<file path="config.mk">
export PLATFORM = sky130hd
export DESIGN_NAME = serial_addsub_flat
export DESIGN_NICKNAME = d
export VERILOG_FILES = /design/src/rtl/serial_addsub_pkg.sv /design/src/rtl/serial_addsub_if.sv /design/src/rtl/serial_addsub_digit_adder.sv /design/src/rtl/serial_addsub.sv /design/src/flat_wrapper.sv
export SDC_FILE = /design/constraint.sdc
export NUM_CORES = 1
export LEC_CHECK = 0
export CORE_MARGIN = 8
export CORE_UTILIZATION = 50
export CTS_CLUSTER_DIAMETER = 100
export DETAILED_ROUTE_END_ITERATION = 10
export PLACE_DENSITY = 0.89
export SLEW_MARGIN = 30
export SYNTH_ARGS = -nofsm -noshare
export SYNTH_HDL_FRONTEND = slang
export SYNTH_SLANG_ARGS = --single-unit
</file>
<file path="constraint.sdc">
create_clock -name clk -period 3.7 [get_ports clk]
set_input_delay 0.37 -clock clk [delete_from_list [all_inputs] [get_ports clk]]
set_output_delay 0.37 -clock clk [all_outputs]
set_load 0.005 [all_outputs]
</file>
<file path="src/rtl/serial_addsub_pkg.sv">
// Shared definitions for the serial adder-subtractor.
//   state_t  : FSM encoding (ST_IDLE, ST_RUN)
//   MODE_ADD : mode value selecting a+b
//   MODE_SUB : mode value selecting a-b (two's complement)
package serial_addsub_pkg;

  typedef enum logic {
    ST_IDLE = 1'b0,
    ST_RUN  = 1'b1
  } state_t;

  localparam logic MODE_ADD = 1'b0;
  localparam logic MODE_SUB = 1'b1;

endpackage

</file>
<file path="src/rtl/serial_addsub_if.sv">
// Request/result bundle of serial_addsub.
//   start, mode, data_a, data_b : request side, driven by the master
//   busy, done, out, cout, ovf  : status/result side, driven by the slave
// Handshake: a request is taken on a rising edge where start=1 and busy=0;
// mode/data_a/data_b are sampled on that same edge only. busy stays high
// until the completing edge, after which done is high for exactly one cycle
// with out/cout/ovf already updated. out/cout/ovf hold until the next done.
// start is ignored while busy=1; start=1 during the done cycle is accepted.
interface serial_addsub_if #(
  parameter int WIDTH = 8
) ();

  logic             start;
  logic             mode;
  logic [WIDTH-1:0] data_a;
  logic [WIDTH-1:0] data_b;
  logic             busy;
  logic             done;
  logic [WIDTH-1:0] out;
  logic             cout;
  logic             ovf;

  modport master (
    output start, mode, data_a, data_b,
    input  busy, done, out, cout, ovf
  );

  modport slave (
    input  start, mode, data_a, data_b,
    output busy, done, out, cout, ovf
  );

endinterface

</file>
<file path="src/rtl/serial_addsub_digit_adder.sv">
// Combinational DIGIT-bit ripple adder used once per clock by serial_addsub.
//   a, b  : digit operands
//   cin   : carry into bit 0
//   sum   : digit sum
//   cout  : carry out of the top bit
//   cmsb  : carry into the top bit (feeds signed overflow on the last digit)
module digit_adder #(
  parameter int DIGIT = 1
) (
  input  logic [DIGIT-1:0] a,
  input  logic [DIGIT-1:0] b,
  input  logic             cin,
  output logic [DIGIT-1:0] sum,
  output logic             cout,
  output logic             cmsb
);

  logic cy;

  always_comb begin
    cy   = cin;
    sum  = '0;
    cmsb = cin;
    for (int i = 0; i < DIGIT; i++) begin
      // Capture the carry just before it enters the top bit.
      if (i == DIGIT - 1) cmsb = cy;
      sum[i] = a[i] ^ b[i] ^ cy;
      cy     = (a[i] & b[i]) | (cy & (a[i] ^ b[i]));
    end
    cout = cy;
  end

endmodule

</file>
<file path="src/rtl/serial_addsub.sv">
// Digit-serial adder-subtractor: operands captured on an accepted start,
// then DIGIT bits are added per clock, LSB first, over WIDTH/DIGIT cycles.
//   clk       : rising-edge clock
//   reset     : asynchronous, active-low reset
//   bus       : request/result bundle (slave side), see serial_addsub_if
//   dbg_state : current FSM state, for observation only
module serial_addsub
  import serial_addsub_pkg::*;
#(
  parameter int WIDTH = 8,
  parameter int DIGIT = 1
) (
  input  logic            clk,
  input  logic            reset,
  serial_addsub_if.slave  bus,
  output state_t          dbg_state
);

  localparam int N  = WIDTH / DIGIT;
  localparam int CW = $clog2(N) + 1;

  if ((WIDTH < 2) || (DIGIT < 1) || ((WIDTH % DIGIT) != 0)) begin : g_param_check
    $error("serial_addsub: WIDTH must be >= 2 and a multiple of DIGIT");
  end

  state_t           state;
  logic [WIDTH-1:0] a_q;
  logic [WIDTH-1:0] b_q;
  logic [WIDTH-1:0] res_q;
  logic             carry_q;
  logic [CW-1:0]    cnt_q;
  logic             busy_q;
  logic             done_q;
  logic [WIDTH-1:0] out_q;
  logic             cout_q;
  logic             ovf_q;

  logic [DIGIT-1:0]       d_sum;
  logic                   d_cout;
  logic                   d_cmsb;
  logic [WIDTH+DIGIT-1:0] res_wide;
  logic [WIDTH-1:0]       res_next;
  logic                   last_digit;

  digit_adder #(.DIGIT(DIGIT)) u_digit (
    .a    (a_q[DIGIT-1:0]),
    .b    (b_q[DIGIT-1:0]),
    .cin  (carry_q),
    .sum  (d_sum),
    .cout (d_cout),
    .cmsb (d_cmsb)
  );

  // New digit enters at the MSB end; after N digits the LSB digit has
  // reached bit 0. The wide form keeps DIGIT == WIDTH legal.
  assign res_wide   = {d_sum, res_q};
  assign res_next   = res_wide[WIDTH+DIGIT-1:DIGIT];
  assign last_digit = (cnt_q == CW'(N - 1));

  always_ff @(posedge clk or negedge reset) begin
    if (!reset) begin
      state   <= ST_IDLE;
      a_q     <= '0;
      b_q     <= '0;
      res_q   <= '0;
      carry_q <= 1'b0;
      cnt_q   <= '0;
      busy_q  <= 1'b0;
      done_q  <= 1'b0;
      out_q   <= '0;
      cout_q  <= 1'b0;
      ovf_q   <= 1'b0;
    end else begin
      done_q <= 1'b0;
      case (state)
        ST_IDLE: begin
          if (bus.start) begin
            a_q     <= bus.data_a;
            // Subtraction as a + ~b + 1: invert b, seed the carry with 1.
            b_q     <= (bus.mode == MODE_SUB) ? ~bus.data_b : bus.data_b;
            carry_q <= (bus.mode == MODE_SUB);
            cnt_q   <= '0;
            busy_q  <= 1'b1;
            state   <= ST_RUN;
          end
        end
        ST_RUN: begin
          a_q     <= a_q >> DIGIT;
          b_q     <= b_q >> DIGIT;
          res_q   <= res_next;
          carry_q <= d_cout;
          cnt_q   <= cnt_q + CW'(1);
          if (last_digit) begin
            out_q  <= res_next;
            cout_q <= d_cout;
            ovf_q  <= d_cmsb ^ d_cout;
            done_q <= 1'b1;
            busy_q <= 1'b0;
            state  <= ST_IDLE;
          end
        end
        default: state <= ST_IDLE;
      endcase
    end
  end

  assign bus.busy  = busy_q;
  assign bus.done  = done_q;
  assign bus.out   = out_q;
  assign bus.cout  = cout_q;
  assign bus.ovf   = ovf_q;
  assign dbg_state = state;

endmodule
</file>
<file path="src/flat_wrapper.sv">
// flat-port wrapper written by rule: the top's interface ports become plain ports
module serial_addsub_flat import serial_addsub_pkg::*;
#(
  parameter int WIDTH = 8,
  parameter int DIGIT = 1
)
  (clk, reset, dbg_state, bus_start, bus_mode, bus_data_a, bus_data_b, bus_busy, bus_done, bus_out, bus_cout, bus_ovf);
  serial_addsub_if #(.WIDTH(WIDTH)) bus_i ();
  input  logic clk;
  input  logic reset;
  output state_t dbg_state;
  input wire logic [$bits(bus_i.start)-1:0] bus_start;
  input wire logic [$bits(bus_i.mode)-1:0] bus_mode;
  input wire logic [$bits(bus_i.data_a)-1:0] bus_data_a;
  input wire logic [$bits(bus_i.data_b)-1:0] bus_data_b;
  output wire logic [$bits(bus_i.busy)-1:0] bus_busy;
  output wire logic [$bits(bus_i.done)-1:0] bus_done;
  output wire logic [$bits(bus_i.out)-1:0] bus_out;
  output wire logic [$bits(bus_i.cout)-1:0] bus_cout;
  output wire logic [$bits(bus_i.ovf)-1:0] bus_ovf;
  assign bus_i.start = bus_start;
  assign bus_i.mode = bus_mode;
  assign bus_i.data_a = bus_data_a;
  assign bus_i.data_b = bus_data_b;
  assign bus_busy = bus_i.busy;
  assign bus_done = bus_i.done;
  assign bus_out = bus_i.out;
  assign bus_cout = bus_i.cout;
  assign bus_ovf = bus_i.ovf;
  serial_addsub #(.WIDTH(WIDTH), .DIGIT(DIGIT)) u_core (.clk(clk), .reset(reset), .bus(bus_i), .dbg_state(dbg_state));
endmodule
</file>
* After elaboration in Yosys (flattened, before gate mapping)
Cells that the tools add are included.
Word-level totals: register bits after elaboration 42, input port bits 20, output and inout bits 13, logic and storage cells 42
Cells by class: $add $sub $neg 1, equal/unequal tests 3, muxes and demuxes 17, bitwise operators 8, reductions and logical operators 2
Operators with widths (number):
- $pmux 8 s2 | 2
- $mux 8 | 3
- $not 8->8 | 1
- $pmux 4 s2 | 1
- $mux 1 | 7
- $pmux 1 s2 | 3
- $add 4x1->4 const B | 1
- $eq 4x3->1 const B | 1
- $mux 4 | 1
- $ne 2x2->1 const B | 2
- $reduce_and 2->1 | 2
- $xor 1x1->1 | 3
- $and 1x1->1 | 2
- $not 1->1 | 1
- $or 1x1->1 | 1

* Longest topological paths before layout
Gate-level depths: netlist (run 1).
depth after elaboration 4, gate-level depth with buffers 5, mapped depth without buffers 4

* Cells and area by module
From an unflattened synthesis (run 1), not the netlist that was laid out.
Second synthesis, totals: cell total of the unflattened synthesis 148, area, all modules 1838.0 µm²
Modules (own cells, without submodules):
- serial_addsub | instances 1, cells an instance 146, area each 1810.5 µm², seq. area each 1026.0 µm²
- digit_adder | instances 1, cells an instance 2, area each 27.5 µm², seq. area each 0.0 µm²

* Worst setup path before layout (run 1)
Ideal clock, no wire load.
path kind register to register, start register u_core.cnt_q[0], end register u_core.cout_q (netlist: u_core.bus.cout), setup time 125 ps, data arrival time 1192 ps, data required time 3575 ps, setup slack 2383 ps, cell stages (with the launch flop) 5, buffers on the path 1, clock period less this slack 1317 ps, cell sequence dfrtp_1 -> ha_1 -> nand4b_4 -> buf_6 -> mux2_4
On the way: longest elaborated chain between the ends 2
RTL lines:
- start, declared | RTL line serial_addsub.sv:31 | logic [CW-1:0] cnt_q;
- start signal, assigned | RTL line serial_addsub.sv:92 | cnt_q <= cnt_q + CW'(1);
- $eq 4x3->1 | RTL line serial_addsub.sv:58 | assign last_digit = (cnt_q == CW'(N - 1));
- $reduce_and 2->1 (no line)
- end signal, assigned | RTL line serial_addsub.sv:95 | cout_q <= d_cout;
- end, declared | RTL line serial_addsub.sv:35 | logic cout_q;
Every way passes these cells. A chain may end at the register's enable or synchronous reset.

* Worst setup path in the final report (run 1)
start register u_core.state (netlist: u_core.dbg_state), end output dbg_state
RTL lines:
- start, declared | RTL line serial_addsub.sv:26 | state_t state;
- start signal, assigned | RTL line serial_addsub.sv:62 | state <= ST_IDLE;
- start signal, assigned | RTL line serial_addsub.sv:84 | state <= ST_RUN;
- start signal, assigned | RTL line serial_addsub.sv:99 | state <= ST_IDLE;
- end, declared | RTL line flat_wrapper.sv:11 | output state_t dbg_state;
No word-level cell between the ends.

==> results.toml, run 1 <==
[outcome]
status = "complete, no violations"

[clock_tree]
htreeDepth = 2
clkLatencyLatePin_ps = 350
clk_pin_slew_ps = 120
postCtsSetupRepairBufs = 0
numCtsBuffers = 5
clkSinkCount = 41
clock_path_buffers = 2
cts_tree = "built"
cts_root_buf = "clkbuf_4"

[power_and_ir_drop]
p_leak_uw = 0.00104
p_clk_share_pct = 14.1
switching_share_pct = 32.3
ir_drop_v = 0.000295
combPwrFrac_pct = 35.6
p_sw_uw = 495
powerDensity_mw_per_mm2 = 693
cellInternalPower_uw = 1040
seqPwrFrac_pct = 50.3

[routing]
vias = 1138
ant_nets = 0
drtIter0Drc = 18
via_per_inst = 5.04
dr.pass1.iters = 4
wl_per_cell_um = 14.0
finalWirelength_um = 3160
drc = 0

[job]
maxCapViolations = 0

[sta]
final-max-slew-violation-count = 0
timing.final.crit_share_pct = 64.9
hold_violations = 0
fin_crit_ps = 2400
hold_ws_ps = 501
worst_pin_slew_ps = 644
clock_skew_ps = 2.62
setup-tns-final_ps = 0
slew_headroom_pct = 57.0
clock.fmax_mhz = 417
rsz0062_at_grt = "false"
setup_viol = 0

[min_path]
min_path_type = "reg -> reg"

[global_route]
grt_use_total_pct = 11.4
grt_antenna_before_repair = 0
grt_pass1_vias = 1245
grt_max_degree = 42
grt_overflow = 0
grt_pass1_wl_um = 5510

[floorplan]
pin_count = 33
coreArea_sq_mm = 0.00358
die_area_sq_mm = 0.00582
die_w_um = 76.3
rows = 22
initial_core_util_pct = 50.8
die_height_um = 76.3

[logic_synthesis]
syn_nets = 167
yosys_warnings = 0
ys_ff_latch = 41
ys_seq_area_share_pct = 56.5
syn_area_sq_mm = 0.00182
netlist_instances = 145
synthDistinctLibCells = 21
avgSynthCellArea_sq_um = 12.5

[final_layout]
fin_nets = 199
fin_area_sq_mm = 0.00221
drive_above_1_share_pct = 15.7
layout_commonest_cell = "dfrtp_1"
syn_to_final_growth_pct = 21.6
num_antenna_cells = 0
layout_common_cells = "dfrtp_1 (41), clkdlybuf4s50_1 (30), nand2_1 (19), o21ai_0 (19), mux2i_1 (16)"

[critical_path]
required_ps = 3330
path_class = "reg -> out"
crit_path_end_kind = "output port"
startpoint_type = "flip-flop"
cp.arrival_ps = 2030
path_max_fanout = 23

[place]
gp_congestion = 0.754
io_buffers = 32
hpwl_um = 2310
place_area_sq_mm = 0.00215
[power by group through the flow]
| stage | combinational, uW | sequential, uW | clock, uW |
|---|---|---|---|
| 3_5_place_dp | 557 | 781 | 0 |
| 6_report | 545 | 771 | 216 |
| 2_1_floorplan | 385 | 730 | 0 |
| 3_3_place_gp | 531 | 766 | 0 |
| 5_1_grt | 618 | 796 | 243 |
| 4_1_cts | 559 | 772 | 224 |
[sequential cells by signal (all words and copies together), names as in the netlist, 4 cells and up]
| name | cells |
|---|---|
| u_core.b_q | 8 |
| u_core.bus.out | 8 |
| u_core.a_q | 8 |
| u_core.res_q | 7 |
| u_core.cnt_q | 4 |
[per-layer routing]
metal | part of all wire, % | global-route usage, % | vias to the layer above
met5 | 0 | 0 | -
met1 | 45 | 12.6 | 553
li1 | - | - | 553
met4 | 0.32 | 3.27 | 0
met2 | 49 | 18.8 | 30
met3 | 5.8 | 5.66 | 2
[area by class of cell]
type | instances | area, sq um
fillers | 288 | 1370
flip-flops and latches | 41 | 1030
multi-input cells | 93 | 731
repair buffers | 34 | 330
well taps | 48 | 60.1
clock buffers | 5 | 37.5
clock inverters | 3 | 17.5
inverters | 2 | 7.51
[path summary, 6_finish.rpt]
path	depth (start not counted)	endpoint	slack, ps	startpoint
max in group asynchronous	2	u_core.bus.ovf$_DFFE_PN0P_	2830	reset
min in group asynchronous	2	u_core.bus.out[2]$_DFFE_PN0P_	530	reset
setup reg to reg	2	u_core.res_q[2]$_DFFE_PN0P_	2090	u_core.dbg_state$_DFF_PN0_
hold / removal	2	u_core.a_q[6]$_DFFE_PN0P_	500	u_core.a_q[7]$_DFFE_PN0P_
hold reg to reg	2	u_core.a_q[6]$_DFFE_PN0P_	500	u_core.a_q[7]$_DFFE_PN0P_
setup / recovery	2	dbg_state	1300	u_core.dbg_state$_DFF_PN0_
[synthesized netlist by cell type]
library cell / count / share of area, %
dfrtp_1: 41 / 56
nand2_1: 19 / 3.9
o21ai_0: 19 / 5.2
mux2i_1: 16 / 8.8
mux2_2: 9 / 5.6
xor2_1: 8 / 3.9
mux2_4: 7 / 5.8
nor2_1: 5 / 1.0
buf_2: 3 / 0.83
clkbuf_1: 3 / 0.62
xnor2_1: 3 / 1.4
buf_4: 2 / 0.83
inv_1: 2 / 0.41
a211oi_1: 1 / 0.41
a21oi_1: 1 / 0.28
a22o_1: 1 / 0.48
buf_6: 1 / 0.62
fa_1: 1 / 1.1
ha_1: 1 / 0.69
nand3_1: 1 / 0.28
nand4b_4: 1 / 1.3
[through the flow]
stage | setup WS (ps) | utilization (%) | std cells | total power (uW)
finish | 1300 | 61.7 | 226 | 1530
detailed placement | 1540 | 60.0 | 217 | 1340
global route | 1140 | 61.7 | 226 | 1660
global placement | 1600 | 60.0 | 217 | 1300
CTS | 1270 | 61.5 | 225 | 1560
floorplan | 2380 | - | 145 | 1120
[worst max-delay path, cell delays in order, from the launching register on]
cell,delay (ps)
dfrtp_1,770
buf_4,360
clkdlybuf4s50_1,550
[cell families (layout without fill, tap and decap cells)]
family | Yosys count | in the layout | synth area share (%)
DFF | 41 | 41 | 56.5
AOI/OAI and AO/OA | 22 | 22 | 6.40
buffers and inverters | 11 | 44 | 3.31
adders and majority gates | 2 | 2 | 1.79
xor gates and xnor gates | 11 | 11 | 5.30
and+or+nand+nor | 26 | 26 | 6.54
muxes | 32 | 32 | 20.2
[timing repair]
item                      in CTS  in global routing
hold buffers                   0                  1
hold endpoints to repair       0                 23
resized for setup              0                  0
No activity file was read; power rests on OpenSTA's default activity.
==> inputs of run 2 (changes only) <==
==> constraint.sdc (replaced) <==
create_clock -name clk -period 2.3 [get_ports clk]
set_input_delay 0.23 -clock clk [delete_from_list [all_inputs] [get_ports clk]]
set_output_delay 0.23 -clock clk [all_outputs]
set_load 0.005 [all_outputs]
==> results.toml, run 2 (same netlist as run 1, synthesis figures left out) <==
[critical_path]
crit_path_end_kind = "output port"
cp.arrival_ps = 1550
slowest_stage = "dfrtp_1"
setup.worst_path.start = "u_core.dbg_state$_DFF_PN0_"
r2r_start = "u_core.dbg_state$_DFF_PN0_"
r2r_cells = 3
path_class = "reg -> out"
cp.depth = 1
startpoint_type = "flip-flop"
required_ps = 2070
crit_end = "dbg_state"
path_buf_inv = 1
r2r_slack_ps = 820
cpPeakStageDelay_ps = 620
r2r-end = "u_core.cnt_q[1]$_DFFE_PN0P_"
path_delay_family = "flip-flops"
path_max_fanout = 10
crit_chain = "clkdlybuf4s50_1"

[routing]
met1_length_um = 1260
dr.pass1.iters = 4
met3_length_um = 218
ant_nets = 0
via_per_inst = 5.23
highest_layer = "met3"
vias = 1188
wl_met2_um = 1770
finalWirelength_um = 3260
drc = 0
wl_per_cell_um = 14.3
drtIter0Drc = 40

[clock_tree]
clk_pin_slew_ps = 110
htreeDepth = 2
ctsResizeCount = 0
clkSinkCount = 41
cts_tree = "built"
clkLatencyLatePin_ps = 330
numCtsBuffers = 5
clock_path_buffers = 2
cts_root_buf = "clkbuf_4"

[power_and_ir_drop]
p_leak_uw = 0.00106
powerDensity_mw_per_mm2 = 1160
ir_drop_v = 0.000490
finalPower_uw = 2600

[global_route]
grt_pass1_wl_um = 5660
grt_use_total_pct = 11.7
grt_pass1_vias = 1275
grt_overflow = 0
grt_antenna_before_repair = 0
grt_max_degree = 42

[place]
placed_cells = 218
hpwl_um = 2430
io_buffers = 32
place_ws_ps = 718
gp_congestion = 0.737

[floorplan]
die_area_sq_mm = 0.00582
die_height_um = 76.3
rows = 22
die_w_um = 76.3
initial_core_util_pct = 50.8
coreArea_sq_mm = 0.00358
pin_count = 33

[sta]
fin_crit_ps = 1780
fin_ws_ps = 525
setup-tns-final_ps = 0
hold_violations = 0
setup_viol = 0
timing.final.crit_share_pct = 77.2
clock_skew_ps = 7.92
worst_pin_slew_ps = 500
clock.fmax_mhz = 563
slew_headroom_pct = 66.6
rsz0062_at_grt = "false"
final-max-slew-violation-count = 0

[final_layout]
drive_above_1_share_pct = 15.1
layout_commonest_cell = "dfrtp_1"
num_antenna_cells = 0
layout_common_cells = "dfrtp_1 (41), clkdlybuf4s50_1 (31), nand2_1 (19), o21ai_0 (19), mux2i_1 (16)"
n_fill_cell = 304
fin_nets = 200
syn_to_final_growth_pct = 24.0
final_core_util_pct = 62.9
stdcell_count = 227

[outcome]
status = "complete, no violations"

[job]
maxCapViolations = 0

[min_path]
min_path_type = "in -> async"
[run 2: cell type report]
| type | instances | area (sq um) | share of cell area (%) |
|---|---|---|---|
| Clock inverter | 1 | 30.0 | 1.33 |
| Clock buffer | 7 | 55.1 | 2.44 |
| Timing Repair Buffer | 35 | 343 | 15.2 |
| Multi-Input combinational cell | 93 | 731 | 32.4 |
| Tap cell | 48 | 60.1 | 2.67 |
| Sequential cell | 41 | 1030 | 45.6 |
| Inverter | 2 | 7.51 | 0.333 |
[run 2: how the worst min path moves through the flow]
stage | start | depth (start not counted) | slack, ps | endpoint
floorplan | reset | 0 | -70 | u_core.a_q[0]$_DFFE_PN0P_
finish | reset | 2 | 400 | u_core.bus.out[1]$_DFFE_PN0P_
detailed placement | reset | 1 | 400 | u_core.bus.out[3]$_DFFE_PN0P_
global route | reset | 2 | 420 | u_core.res_q[2]$_DFFE_PN0P_
CTS | reset | 1 | 10 | u_core.bus.out[3]$_DFFE_PN0P_
global placement | reset | 1 | 380 | u_core.bus.out[1]$_DFFE_PN0P_
[run 2: power by group]
| part | internal [uW] | leakage (uW) | switching [uW] | total (uW) |
|---|---|---|---|---|
| Sequential | 1010 | 0.000531 | 218 | 1230 |
| Combinational | 551 | 0.000484 | 354 | 905 |
| Clock | 260 | 0.0000455 | 213 | 472 |
| Total | 1820 | 0.00106 | 786 | 2600 |
[run 2: metal layers]
metal  track usage (%)  vias up
met2              21.0       37
met1              12.4      593
met4              1.73        0
met5                 0        -
li1                  -      558
met3              5.19        0
[run 2: timing repair]
| item | in CTS | in global routing |
|---|---|---|
| hold buffers | 0 | 1 |
| hold endpoints to repair | 0 | 41 |
| setup buffers | 0 | 0 |
[run 2: through the flow]
stage	hold WS (ps)	area (sq um)
floorplan	-65.6	1820
global placement	377	2150
detailed placement	403	2150
CTS	13.6	2240
global route	419	2250
finish	401	2250
